**config.mk**
```make
export PLATFORM = sky130hd
export DESIGN_NAME = ysyx_24100006_exe_mem
export DESIGN_NICKNAME = d
export VERILOG_FILES = /design/src/rtl/ysyx_24100006_exe_mem.sv
export SDC_FILE = /design/constraint.sdc
export NUM_CORES = 1
export LEC_CHECK = 0
export ABC_AREA = 0
export ABC_CLOCK_PERIOD_IN_PS = 1250
export CAP_MARGIN = 20
export CORE_AREA = 4 4 187 189
export CTS_BUF_LIST = sky130_fd_sc_hd__clkbuf_8
export DETAILED_ROUTE_END_ITERATION = 6
export DIE_AREA = 0 0 191 193
export PLACE_DENSITY = 0.67
export SYNTH_ARGS = -nofsm -noshare
export SYNTH_HDL_FRONTEND = slang
export SYNTH_SLANG_ARGS = --single-unit
```
**constraint.sdc**
```tcl
create_clock -name clk -period 1.25 [get_ports clk]
set_input_delay 0.1875 -clock clk [delete_from_list [all_inputs] [get_ports clk]]
set_output_delay 0.1875 -clock clk [all_outputs]
set_load 0.1 [all_outputs]
```
**src/rtl/ysyx_24100006_exe_mem.sv**
```systemverilog
// EXE -> MEM pipeline register with valid/ready handshakes on both sides.
// Define YSYX_24100006_EXE_MEM_SKID_EN for the two-entry build with a registered upstream ready.
module ysyx_24100006_exe_mem #(
    parameter int PAYLOAD_W = 238
) (
    input  logic                 clk,
    input  logic                 reset,
    input  logic                 exe_in_valid,
    output logic                 exe_in_ready,
    input  logic [PAYLOAD_W-1:0] exe_payload_i,
    input  logic                 flush,
    output logic                 mem_out_valid,
    input  logic                 mem_out_ready,
    output logic [PAYLOAD_W-1:0] mem_payload_o,
    output logic [1:0]           occupancy
);

`ifdef YSYX_24100006_EXE_MEM_SKID_EN
    typedef enum logic [1:0] {
        EMPTY = 2'd0,
        ONE   = 2'd1,
        FULL  = 2'd2
    } state_t;
`else
    typedef enum logic {
        EMPTY = 1'b0,
        ONE   = 1'b1
    } state_t;
`endif

    state_t               state;
    logic                 main_valid;
    logic [PAYLOAD_W-1:0] main_data;
    logic [1:0]           occ;
    logic                 in_fire;
    logic                 out_fire;

    assign in_fire       = exe_in_valid & exe_in_ready;
    assign out_fire      = main_valid & mem_out_ready;
    assign mem_out_valid = main_valid;
    assign mem_payload_o = main_data;
    assign occupancy     = occ;

`ifdef YSYX_24100006_EXE_MEM_SKID_EN
    logic                 ready_q;
    logic [PAYLOAD_W-1:0] skid_data;

    // ready_q mirrors "skid entry empty" so upstream ready never sees mem_out_ready
    assign exe_in_ready = ready_q;

    always_ff @(posedge clk) begin
        if (reset) begin
            state      <= EMPTY;
            main_valid <= 1'b0;
            ready_q    <= 1'b1;
            occ        <= 2'd0;
            main_data  <= '0;
            skid_data  <= '0;
        end else if (flush) begin
            state      <= EMPTY;
            main_valid <= 1'b0;
            ready_q    <= 1'b1;
            occ        <= 2'd0;
        end else begin
            case (state)
                EMPTY: begin
                    if (in_fire) begin
                        main_data  <= exe_payload_i;
                        main_valid <= 1'b1;
                        occ        <= 2'd1;
                        state      <= ONE;
                    end
                end
                ONE: begin
                    if (in_fire && out_fire) begin
                        main_data <= exe_payload_i;
                    end else if (in_fire) begin
                        skid_data <= exe_payload_i;
                        ready_q   <= 1'b0;
                        occ       <= 2'd2;
                        state     <= FULL;
                    end else if (out_fire) begin
                        main_valid <= 1'b0;
                        occ        <= 2'd0;
                        state      <= EMPTY;
                    end
                end
                FULL: begin
                    if (out_fire) begin
                        main_data <= skid_data;
                        ready_q   <= 1'b1;
                        occ       <= 2'd1;
                        state     <= ONE;
                    end
                end
                default: begin
                    main_valid <= 1'b0;
                    ready_q    <= 1'b1;
                    occ        <= 2'd0;
                    state      <= EMPTY;
                end
            endcase
        end
    end
`else
    // Single entry: a held beat can only be replaced in the cycle it drains
    assign exe_in_ready = ~main_valid | mem_out_ready;

    always_ff @(posedge clk) begin
        if (reset) begin
            state      <= EMPTY;
            main_valid <= 1'b0;
            occ        <= 2'd0;
            main_data  <= '0;
        end else if (flush) begin
            state      <= EMPTY;
            main_valid <= 1'b0;
            occ        <= 2'd0;
        end else begin
            case (state)
                EMPTY: begin
                    if (in_fire) begin
                        main_data  <= exe_payload_i;
                        main_valid <= 1'b1;
                        occ        <= 2'd1;
                        state      <= ONE;
                    end
                end
                ONE: begin
                    if (out_fire) begin
                        if (in_fire) begin
                            main_data <= exe_payload_i;
                        end else begin
                            main_valid <= 1'b0;
                            occ        <= 2'd0;
                            state      <= EMPTY;
                        end
                    end
                end
                default: begin
                    main_valid <= 1'b0;
                    occ        <= 2'd0;
                    state      <= EMPTY;
                end
            endcase
        end
    end
`endif

endmodule

```
* Yosys cells after proc, flatten, opt, wreduce, memory -nomap -nowiden
Index checks and enable logic that the tools add are counted.
W data, S select, Z words.
** Cells by class
- Equality and inequality tests :: 3
- Mux-type cells :: 14
- Bitwise operators :: 6
- Reductions and logical operators :: 3
** Operators with widths (count)
- $mux W238 :: 2
- $pmux W238 S2 :: 1
- $mux W2 :: 3
- $mux W1 :: 5
- $ne A2 B2 Y1 const B :: 2
- $pmux W1 S2 :: 2
- $pmux W2 S2 :: 1
- $not A1 Y1 :: 3
- $reduce_and A3 Y1 :: 1
- $and A1 B1 Y1 :: 2
- $ne A2 B1 Y1 const B :: 1
- $reduce_and A2 Y1 :: 1
- $reduce_or A2 Y1 :: 1
- $or A1 B1 Y1 :: 1
** Storage, ports and cells
- Register bits :: 242
- Input bits :: 243
- Output and inout bits :: 242
- Logic and storage cells :: 30

* Depth between registers and ports, before layout
Gate-level depths: netlist of run 1.
- Depth after elaboration :: 6
- Depth in mapped cells :: 6
- Mapped depth without buffers :: 3

* Worst setup path before layout of run 1
OpenSTA, ideal clock, no wires.
- Kind :: register -> register
- From :: reg main_valid (netlist: mem_out_valid)
- To :: reg main_data[102] (netlist: mem_payload_o[102])
- Setup time :: 121 ps
- Arrival :: 2826 ps
- Required time :: 1129 ps
- Slack :: -1697 ps
- Cell stages (with the launch flop) :: 7
- Path buffers :: 3
- Period minus slack after synthesis :: 2947 ps
- Cells stage by stage :: dfxtp_1 nand2b_1 and4b_1 buf_6 buf_8 buf_8 mux2i_1
** On the way
- Word-level cells in the longest chain between the ends :: 6
- Elaborated cells on any way between the ends :: 9
- Those cells by class :: eq/ne (1); mux (3); bitwise (4); reduce/logical (1)
** RTL lines
- start: declaration :: line 32 : logic main_valid;
- start signal: assignment :: line 112 : main_valid <= 1'b0;
- start signal: assignment :: line 117 : main_valid <= 1'b0;
- start signal: assignment :: line 124 : main_valid <= 1'b1;
- $not A1 Y1 (*) :: line 107 : assign exe_in_ready = ~main_valid | mem_out_ready;
- $or A1 B1 Y1 (*) :: line 107
- net exe_in_ready :: line 9 : output logic exe_in_ready,
- $and A1 B1 Y1 (*) :: line 38 : assign in_fire = exe_in_valid & exe_in_ready;
- $mux W238 (*)
- $mux W238
- $pmux W238 S2 (*)
- end signal: assignment :: line 123 : main_data <= exe_payload_i;
- end signal: assignment :: line 132 : main_data <= exe_payload_i;
- end: declaration :: line 33 : logic [PAYLOAD_W-1:0] main_data;
The timed path passes the listed nets; every way through them passes the cells marked *. The select of a mux whose other input is x is not followed.
A chain may end at the register's enable or synchronous reset.

* Worst setup path after layout of run 1
- From :: reg main_valid (netlist: mem_out_valid)
- To :: reg main_data[146] (netlist: mem_payload_o[146])
** On the way
- Word-level cells in the longest chain between the ends :: 6
- Elaborated cells on any way between the ends :: 9
- Those cells by class :: eq/ne (1); mux (3); bitwise (4); reduce/logical (1)
** RTL lines (line)
- $not A1 Y1 :: 107
- $or A1 B1 Y1 :: 107
- $and A1 B1 Y1 :: 38
- $mux W238 (2 in a row)
- $pmux W238 S2
Several ways; a longest one is shown, not always the timed one. The select of a mux whose other input is x is not followed.

==> impl_metrics.csv, run 1 <==
group,metric,value,unit
clock_tree,clk_pin_slew,0.05,ns
layout,antennaDiodeCount,0,
setup_path,critPathArrivalTime,1.90,ns
synth,synthTopCellsByArea,"dfxtp_1, nand2b_1, mux2i_1, clkbuf_1, buf_6",
detailed_routing,drc,0,
sta,hold_viol_final,0,
clock_tree,cts-root-buf,"clkbuf_8",
clock_tree,cts.sinks,240,
synth,yosysTopAreaCellShare,0.445,
placement,dp_hpwl,26800,um
die,die_h,193,um
placement,dp_slack,-0.610,ns
die,rows,67,
layout,drive_gt1_frac,0.392,
clock_tree,cts_buffers,44,
setup_path,rr_worst_depth,5,
clock_tree,clock_path_buffers,3,
setup_path,worstSetupEndpointType,"flop",
clock_tree,htree_levels,2,
grt,grt-ovfl-total,0,
die,initial_core_util,0.324,
layout,fin_cells,2059,
die,die_area,0.0369,mm2
grt,grtUsageTotal,0.175,
die,ios,485,
pwr,vdd_drop_max,0.676,mV
sta,period_needed,1.47,ns
pwr,pwr-share-seq,0.373,
detailed_routing,first_pass_iters,4,
sta,rsz0062_at_grt,"true",
synth,ys_warn_count,0,
synth,ys_seq_area_frac,0.445,
pwr,power_frac_clock,0.313,
pwr,p_per_area,1130,mW/mm2
layout,layout_commonest_cell,"nand2b_1",
sta,hold_slack,0.158,ns
detailed_routing,drt_wl_total,35200,um
run_status,status,"finished, violations left",
die,core-area,0.0333,mm2
synth,postSynthAreaPerCell,10.3,um2
placement,portBuffers,483,
pwr,power_leakage,7.89,nW
placement,placedCellCount,1939,
min_path,hold_path_class,"in -> reg",
pwr,power,23.0,mW
sta,fin_setup_tns,-38.54,ns
pwr,combPwrFrac,0.314,
sta,setup_viol,246,
grt,grt_pass1_wl,51300,um
layout,final_cell_mix,"nand2b_1, buf_12, clkdlybuf4s50_1",
detailed_routing,drt_iter0_drc,227,
pwr,p_int,15.4,mW
grt,grt_antenna_before_repair,0,
grt,grt_max_degree,56,
synth,post_synth_num_cell_types,16,
synth,synth_nets,1290,
grt,grt_pass1_vias,9174,
min_path,hold_depth,3,
detailed_routing,wl_per_cell,17.1,um
setup_path,crit_path_start_kind,"flop",
sta,fin_ws,-0.219,ns
setup_path,crit_required,1.69,ns
job,cap_viol_max_count,0,
sta,maxSlewViolCount,0,
layout,nNetsFinal,1830,
die,die_x,191,um
synth,ys_seq_elements,240,
pwr,switchingPower,7.65,mW
sta,fin_crit_sh,1.18,
run_status,violations,"setup timing",
detailed_routing,antenna_left,0,
pwr,p_sw_frac,0.332,
detailed_routing,viasPerCell,4.32,
sta,clock.fmax,681,MHz
layout,areaGrowthSynthToFinish,87.9,%
synth,syn-cell-area,0.0108,mm2
synth,synthCells,1047,
sta,clock_skew,0.0115,ns
placement,gp_congestion,0.792,
synth,yosysTopAreaCell,"dfxtp_1",
setup_path,critPathKind,"reg -> reg",
clock_tree,cts_tree,"yes",
setup_path,path_max_fanout,17,
clock_tree,insertion_delay,0.52,ns
detailed_routing,vias,8900,
[power groups by stage]
stage	Sequential, mW	Combinational, mW	Clock [mW]
6_report	8.58	7.23	7.20
5_1_grt	8.62	7.48	7.86
4_1_cts	8.51	7.12	7.50
3_5_place_dp	8.67	7.08	0
3_3_place_gp	8.65	7.03	0
2_1_floorplan	11.3	1.32	0
[layout make-up]
class	instances	area, um2
fill	2645	13000
timing repair buffer	576	8320
multi-input combinational	725	5440
sequential	240	5130
clock buffer	51	702
tap	448	561
clock inverter	19	128
[metrics by stage]
stage | cell area (um2) | util
after floorplan | 10800 | -
after global placement | 18700 | 0.561
after detailed placement | 18700 | 0.561
after CTS | 19500 | 0.587
after global routing | 20300 | 0.610
final | 20300 | 0.610
[kinds of logic after synthesis]
logic type	Yosys count	share of synthesized area
other cells	1	0.000347
compound gates	2	0.00127
simple gates	483	0.280
flops	240	0.445
mux	239	0.222
buf+inv	82	0.0519
[flip-flops by register name, indices dropped and copies added, names as in the netlist]
signal	flops
mem_out_valid	1
mem_payload_o	238
state	1
[timing repair]
item / CTS / global route
hold buffers: 0 / 0
buffers inserted: 0 / 48
resized for setup: 10 / 248
endpoints found under the setup margin: 474 / 475
cloned: 0 / 2
pin swaps: 0 / 0
[cells in the mapped netlist, drive strengths merged]
| library cell | count |
|---|---|
| nand2b | 478 |
| dfxtp | 240 |
| mux2i | 239 |
| clkbuf | 49 |
| buf | 33 |
| a2111oi | 1 |
| and4b | 1 |
| conb | 1 |
| nand3b | 1 |
| nor2 | 1 |
| nor2b | 1 |
| nor3 | 1 |
| o21ai | 1 |
[critical path, cell delays in order (launching register included)]
cell and delay (ns):
dfxtp_4 0.36, nand2b_1 0.10, and4b_4 0.29, buf_12 0.19, buf_16 0.19, mux2i_1 0.22
[path summary, 6_finish.rpt]
check | slack (ns) | start | end
worst max register to register | -0.22 | mem_out_valid | mem_payload_o[146]
worst min-delay path | 0.16 | reset | mem_out_valid
worst min register to register | 0.49 | mem_payload_o[111] | mem_payload_o[111]
worst max-delay path | -0.22 | mem_out_valid | mem_payload_o[146]
[metal layers]
layer | share of wire | routed length [um] | global-route usage
met5 | 0 | 0 | 0
met4 | 0.030 | 1050 | 0.0580
met3 | 0.069 | 2430 | 0.0513
met2 | 0.53 | 18600 | 0.321
met1 | 0.37 | 13100 | 0.194
Power figures use the tool's default switching activity.
==> run 2, diff against run 1 <==
- ABC_CLOCK_PERIOD_IN_PS: 1250 -> 1700
- CORE_AREA: 4 4 187 189 -> 4 4 186 188
- DIE_AREA: 0 0 191 193 -> 0 0 190 192
- PLACE_DENSITY: 0.67 -> 0.65
- clock period: 1.25 -> 1.7 ns (I/O delays scaled with it)
==> run 2 against run 1 <==
Net effect: the flow now finishes without violations; first-iteration DRC count is 11% higher; critical path type is now reg -> out; sequential cell count stayed put; utilization is 2.3 points lower.
==> impl_metrics.csv, run 2 (synthesis results as in run 1) <==
group,metric,value,unit
min_path,min_from,"exe_payload_i[19]",
clock_tree,cts.sinks,240,
setup_path,path_max_fanout,6,
setup_path,crit_path_start_kind,"flop",
setup_path,timing.rr.end,"mem_payload_o[229]",
layout,layout_commonest_cell,"nand2b_1",
layout,nNetsFinal,1782,
grt,grt_pass1_vias,9075,
pwr,p_per_area,855,mW/mm2
run_status,status,"finished clean",
setup_path,crit_required,1.44,ns
clock_tree,hold_buffers,0,
grt,grt-ovfl-total,0,
sta,period_needed,1.58,ns
setup_path,critPathKind,"reg -> out",
sta,setup_viol,0,
setup_path,path_cells,"nand2b_4 > buf_4 > buf_12",
grt,met3_usage,0.0565,
setup_path,path_depth,3,
setup_path,critPathMaxStageDelay,0.41,ns
sta,hold_viol_final,0,
die,core-area,0.0331,mm2
sta,fin_setup_tns,0,ns
setup_path,critPathArrivalTime,1.32,ns
detailed_routing,antenna_left,0,
layout,areaGrowthSynthToFinish,79.8,%
die,initial_core_util,0.326,
setup_path,slowest_stage,"dfxtp_4",
sta,rsz0062_at_grt,"false",
grt,top_usage_layer,"met2",
sta,clock.fmax,633,MHz
sta,clock_skew,0.0238,ns
layout,largest_register_ffs,238,
setup_path,rr_worst_depth,5,
grt,grt_antenna_before_repair,3,
clock_tree,cts-root-buf,"clkbuf_8",
placement,gp_congestion,0.780,
setup_path,cp-endpoint,"exe_in_ready",
setup_path,crit_buf_inv,2,
setup_path,worstSetupStartpoint,"mem_out_valid",
clock_tree,cts_tree,"yes",
clock_tree,clock_path_buffers,3,
detailed_routing,vias,8691,
pwr,power,16.6,mW
placement,dp_hpwl,26800,um
detailed_routing,wl_per_cell,17.1,um
die,ios,485,
clock_tree,cts_setup_buffers,0,
die,die_area,0.0365,mm2
setup_path,path_delay_family,"flip-flops",
pwr,power_leakage,7.48,nW
detailed_routing,drc,0,
detailed_routing,drt_iter0_drc,252,
detailed_routing,first_pass_iters,4,
min_path,hold_depth,3,
grt,grt_use_met1,0.200,
setup_path,worstReg2RegStart,"mem_out_valid",
clock_tree,clk_pin_slew,0.06,ns
layout,drive_gt1_frac,0.218,
clock_tree,cts.repair.resized,0,
pwr,vdd_drop_max,0.650,mV
job,cap_viol_max_count,0,
placement,portBuffers,483,
sta,maxSlewViolCount,0,
layout,final_cell_mix,"nand2b_1, buf_12, clkdlybuf4s50_1",
grt,grtUsageTotal,0.180,
min_path,hold_path_class,"in -> reg",
detailed_routing,drt_wl_total,34600,um
setup_path,r2r_slack,0.18,ns
grt,grt_pass1_wl,52000,um
sta,fin_crit_sh,0.929,
clock_tree,cts_buffers,45,
die,rows,67,
grt,grt_max_degree,82,
setup_path,worstSetupEndpointType,"output port",
die,die_x,190,um
die,die_h,192,um
clock_tree,htree_levels,2,
grt,grt_use_met2,0.319,
clock_tree,insertion_delay,0.56,ns
detailed_routing,viasPerCell,4.30,
-- run 2: changes by cell type in the layout (fill, tap and decap cells not counted), sizes merged --
cell,change
clkinvlp,+2
bufinv,-1
buf,-47
clkinv,-2
diode,+3
clkbuf,-4
inv,+11
-- run 2: stage by stage --
stage / std cells / hold slack (ns) / setup slack (ns) / instance area (um2) / utilization
global placement: 1940 / 0.494 / -0.115 / 18600 / 0.562
global route: 2021 / 0.239 / 0.0465 / 19400 / 0.586
finish: 2021 / 0.260 / 0.121 / 19400 / 0.586
floorplan: 1047 / 0.324 / -0.0110 / 10800 / -
detailed placement: 1940 / 0.497 / -0.167 / 18600 / 0.562
CTS: 2018 / 0.210 / 0.0627 / 19400 / 0.586
-- run 2: report_power, final --
group | switching (mW) | internal (mW) | leakage, nW | total, mW
logic | 2.96 | 2.19 | 5.01 | 5.15
registers | 0.321 | 5.93 | 1.96 | 6.25
clock network | 2.42 | 2.78 | 0.504 | 5.20
-- run 2: worst register-to-register path, delay by kind of cell, from the launching register on --
family	cells	cell delay [ns]
buf+inv	2	0.41
flops	1	0.41
simple gates	2	0.40
mux	1	0.22
-- run 2: worst min-delay path by stage --
stage | to | slack [ns]
2_1_floorplan | mem_out_valid | 0.32
3_3_place_gp | mem_payload_o[164] | 0.49
3_5_place_dp | mem_payload_o[78] | 0.50
4_1_cts | mem_payload_o[31] | 0.21
5_1_grt | mem_payload_o[31] | 0.24
6_report | mem_payload_o[19] | 0.26
-- run 2: layer usage --
metal	vias up	wire length (um)
met4	0	1260
li1	4345	-
met2	267	17700
met1	4010	13300
met3	69	2480
met5	-	0
-- run 2: cell type report --
class	instances	area [um2]
Multi-Input combinational cell	725	5440
Sequential cell	240	4810
Fill cell	2715	13700
Antenna cell	3	7.51
Clock inverter	29	144
Tap cell	448	561
Clock buffer	49	674
Timing Repair Buffer	527	7780
==> run 3, diff against run 2 <==
- REMOVE_ABC_BUFFERS: default -> 1
==> run 3 against run 2 <==
Net effect: final area about the same; routed wire length down 3.7%; worst hold slack improved by 0.018 ns; largest power group unchanged; sequential cell count unchanged; count of clock-buffer cells in the layout increased by 2; critical path type unchanged; fmax rose by 1.6%; total power rose by 0.41%; die area unchanged; register-to-register slack improved by 0.06 ns; utilization about the same; sequential power about the same; non-clock buffer count rose by 1; highest routed layer unchanged.
==> impl_metrics.csv, run 3 (synthesis results as in run 1) <==
group,metric,value,unit
run_status,status,"finished clean",
clock_tree,clk_pin_slew,0.06,ns
layout,nNetsFinal,1783,
grt,grt_antenna_before_repair,2,
setup_path,path_cells,"nand2b_1 > buf_4 > buf_12",
clock_tree,clock_path_buffers,3,
pwr,p_per_area,858,mW/mm2
die,ios,485,
detailed_routing,vias,8686,
layout,largest_register_ffs,238,
clock_tree,cts_tree,"yes",
clock_tree,cts.sinks,240,
setup_path,path_max_fanout,4,
placement,gp_congestion,0.774,
layout,drive_gt1_frac,0.219,
pwr,power_leakage,7.47,nW
clock_tree,hold_buffers,0,
grt,grtUsageTotal,0.173,
sta,maxSlewViolCount,0,
clock_tree,cts-root-buf,"clkbuf_8",
layout,fin_area,0.0194,mm2
layout,final_cell_mix,"nand2b_1, buf_12, clkdlybuf4s50_1",
pwr,vdd_drop_max,0.577,mV
grt,grt_max_degree,77,
grt,grt_pass1_wl,50500,um
die,initial_core_util,0.326,
die,die_x,190,um
setup_path,crit_buf_inv,2,
setup_path,path_delay_family,"flip-flops",
min_path,hold_path_class,"in -> reg",
setup_path,crit_required,1.44,ns
clock_tree,cts_setup_buffers,0,
sta,period_needed,1.55,ns
die,rows,67,
clock_tree,cts.repair.resized,0,
die,core-area,0.0331,mm2
setup_path,slowest_stage,"dfxtp_1",
sta,rsz0062_at_grt,"false",
detailed_routing,drt_wl_total,33300,um
setup_path,crit_path_start_kind,"flop",
grt,grt-ovfl-total,0,
setup_path,worstSetupEndpointType,"output port",
placement,placedCellCount,1941,
sta,clock_skew,0.0174,ns
grt,grt_pass1_vias,9123,
detailed_routing,drc,0,
setup_path,critPathKind,"reg -> out",
detailed_routing,viasPerCell,4.30,
placement,place_area,0.0186,mm2
detailed_routing,antenna_left,0,
die,die_h,192,um
layout,areaGrowthSynthToFinish,79.9,%
clock_tree,insertion_delay,0.53,ns
detailed_routing,wl_per_cell,16.5,um
layout,final_util,0.587,
layout,fin_cells,2019,
setup_path,critPathMaxStageDelay,0.36,ns
sta,hold_viol_final,0,
placement,dp_hpwl,25800,um
sta,fin_crit_sh,0.914,
sta,clock.fmax,644,MHz
sta,setup_viol,0,
detailed_routing,drt_iter0_drc,197,
clock_tree,htree_levels,2,
layout,layout_commonest_cell,"nand2b_1",
setup_path,critPathArrivalTime,1.30,ns
job,cap_viol_max_count,0,
clock_tree,cts_buffers,45,
placement,portBuffers,483,
die,die_area,0.0365,mm2
sta,hold_slack,0.278,ns
detailed_routing,first_pass_iters,4,
## run 3: final timing paths
path,startpoint,endpoint,slack (ns),depth (start not counted)
setup / recovery,mem_out_valid,exe_in_ready,0.15,3
hold reg to reg,mem_payload_o[177],mem_payload_o[177],0.50,2
hold / removal,exe_payload_i[88],mem_payload_o[88],0.28,3
setup reg to reg,mem_out_valid,mem_payload_o[1],0.24,5
## run 3: where the power goes
part           switching (mW)  total, mW  internal, mW
Combinational            2.94       5.13          2.19
Clock                    2.41       5.28          2.86
Sequential              0.324       6.26          5.93
Total                    5.68       16.7          11.0
## run 3: area by class of cell
type | instances | area (um2)
repair buffers | 528 | 7790
diodes | 2 | 5.00
multi-input cells | 725 | 5440
clock inverters | 25 | 129
clock buffers | 51 | 702
well taps | 448 | 561
fillers | 2713 | 13700
flip-flops and latches | 240 | 4800
## run 3: worst min-delay path, cell delays in order
cell             delay [ns]
clkdlybuf4s50_1        0.40
nand2b_1               0.06
mux2i_1                0.06
## run 3: per-layer routing
metal  vias to the layer above  share of wire  global-route usage
met3                        56          0.095              0.0692
li1                       4345              -                   -
met1                      3964           0.38               0.189
met4                         0          0.025              0.0559
met2                       321           0.50               0.308
met5                         -              0                   0
## run 3: through the flow
| step | total power [mW] | worst slack, ns | TNS (ns) |
|---|---|---|---|
| finish | 16.7 | 0.146 | 0 |
| global route | 17.4 | 0.0522 | 0 |
| CTS | 16.9 | 0.0947 | 0 |
| detailed placement | 11.5 | -0.149 | -21.96 |
| global placement | 11.5 | -0.129 | -19.67 |
| floorplan | 9.41 | -9.15 | -2180.88 |
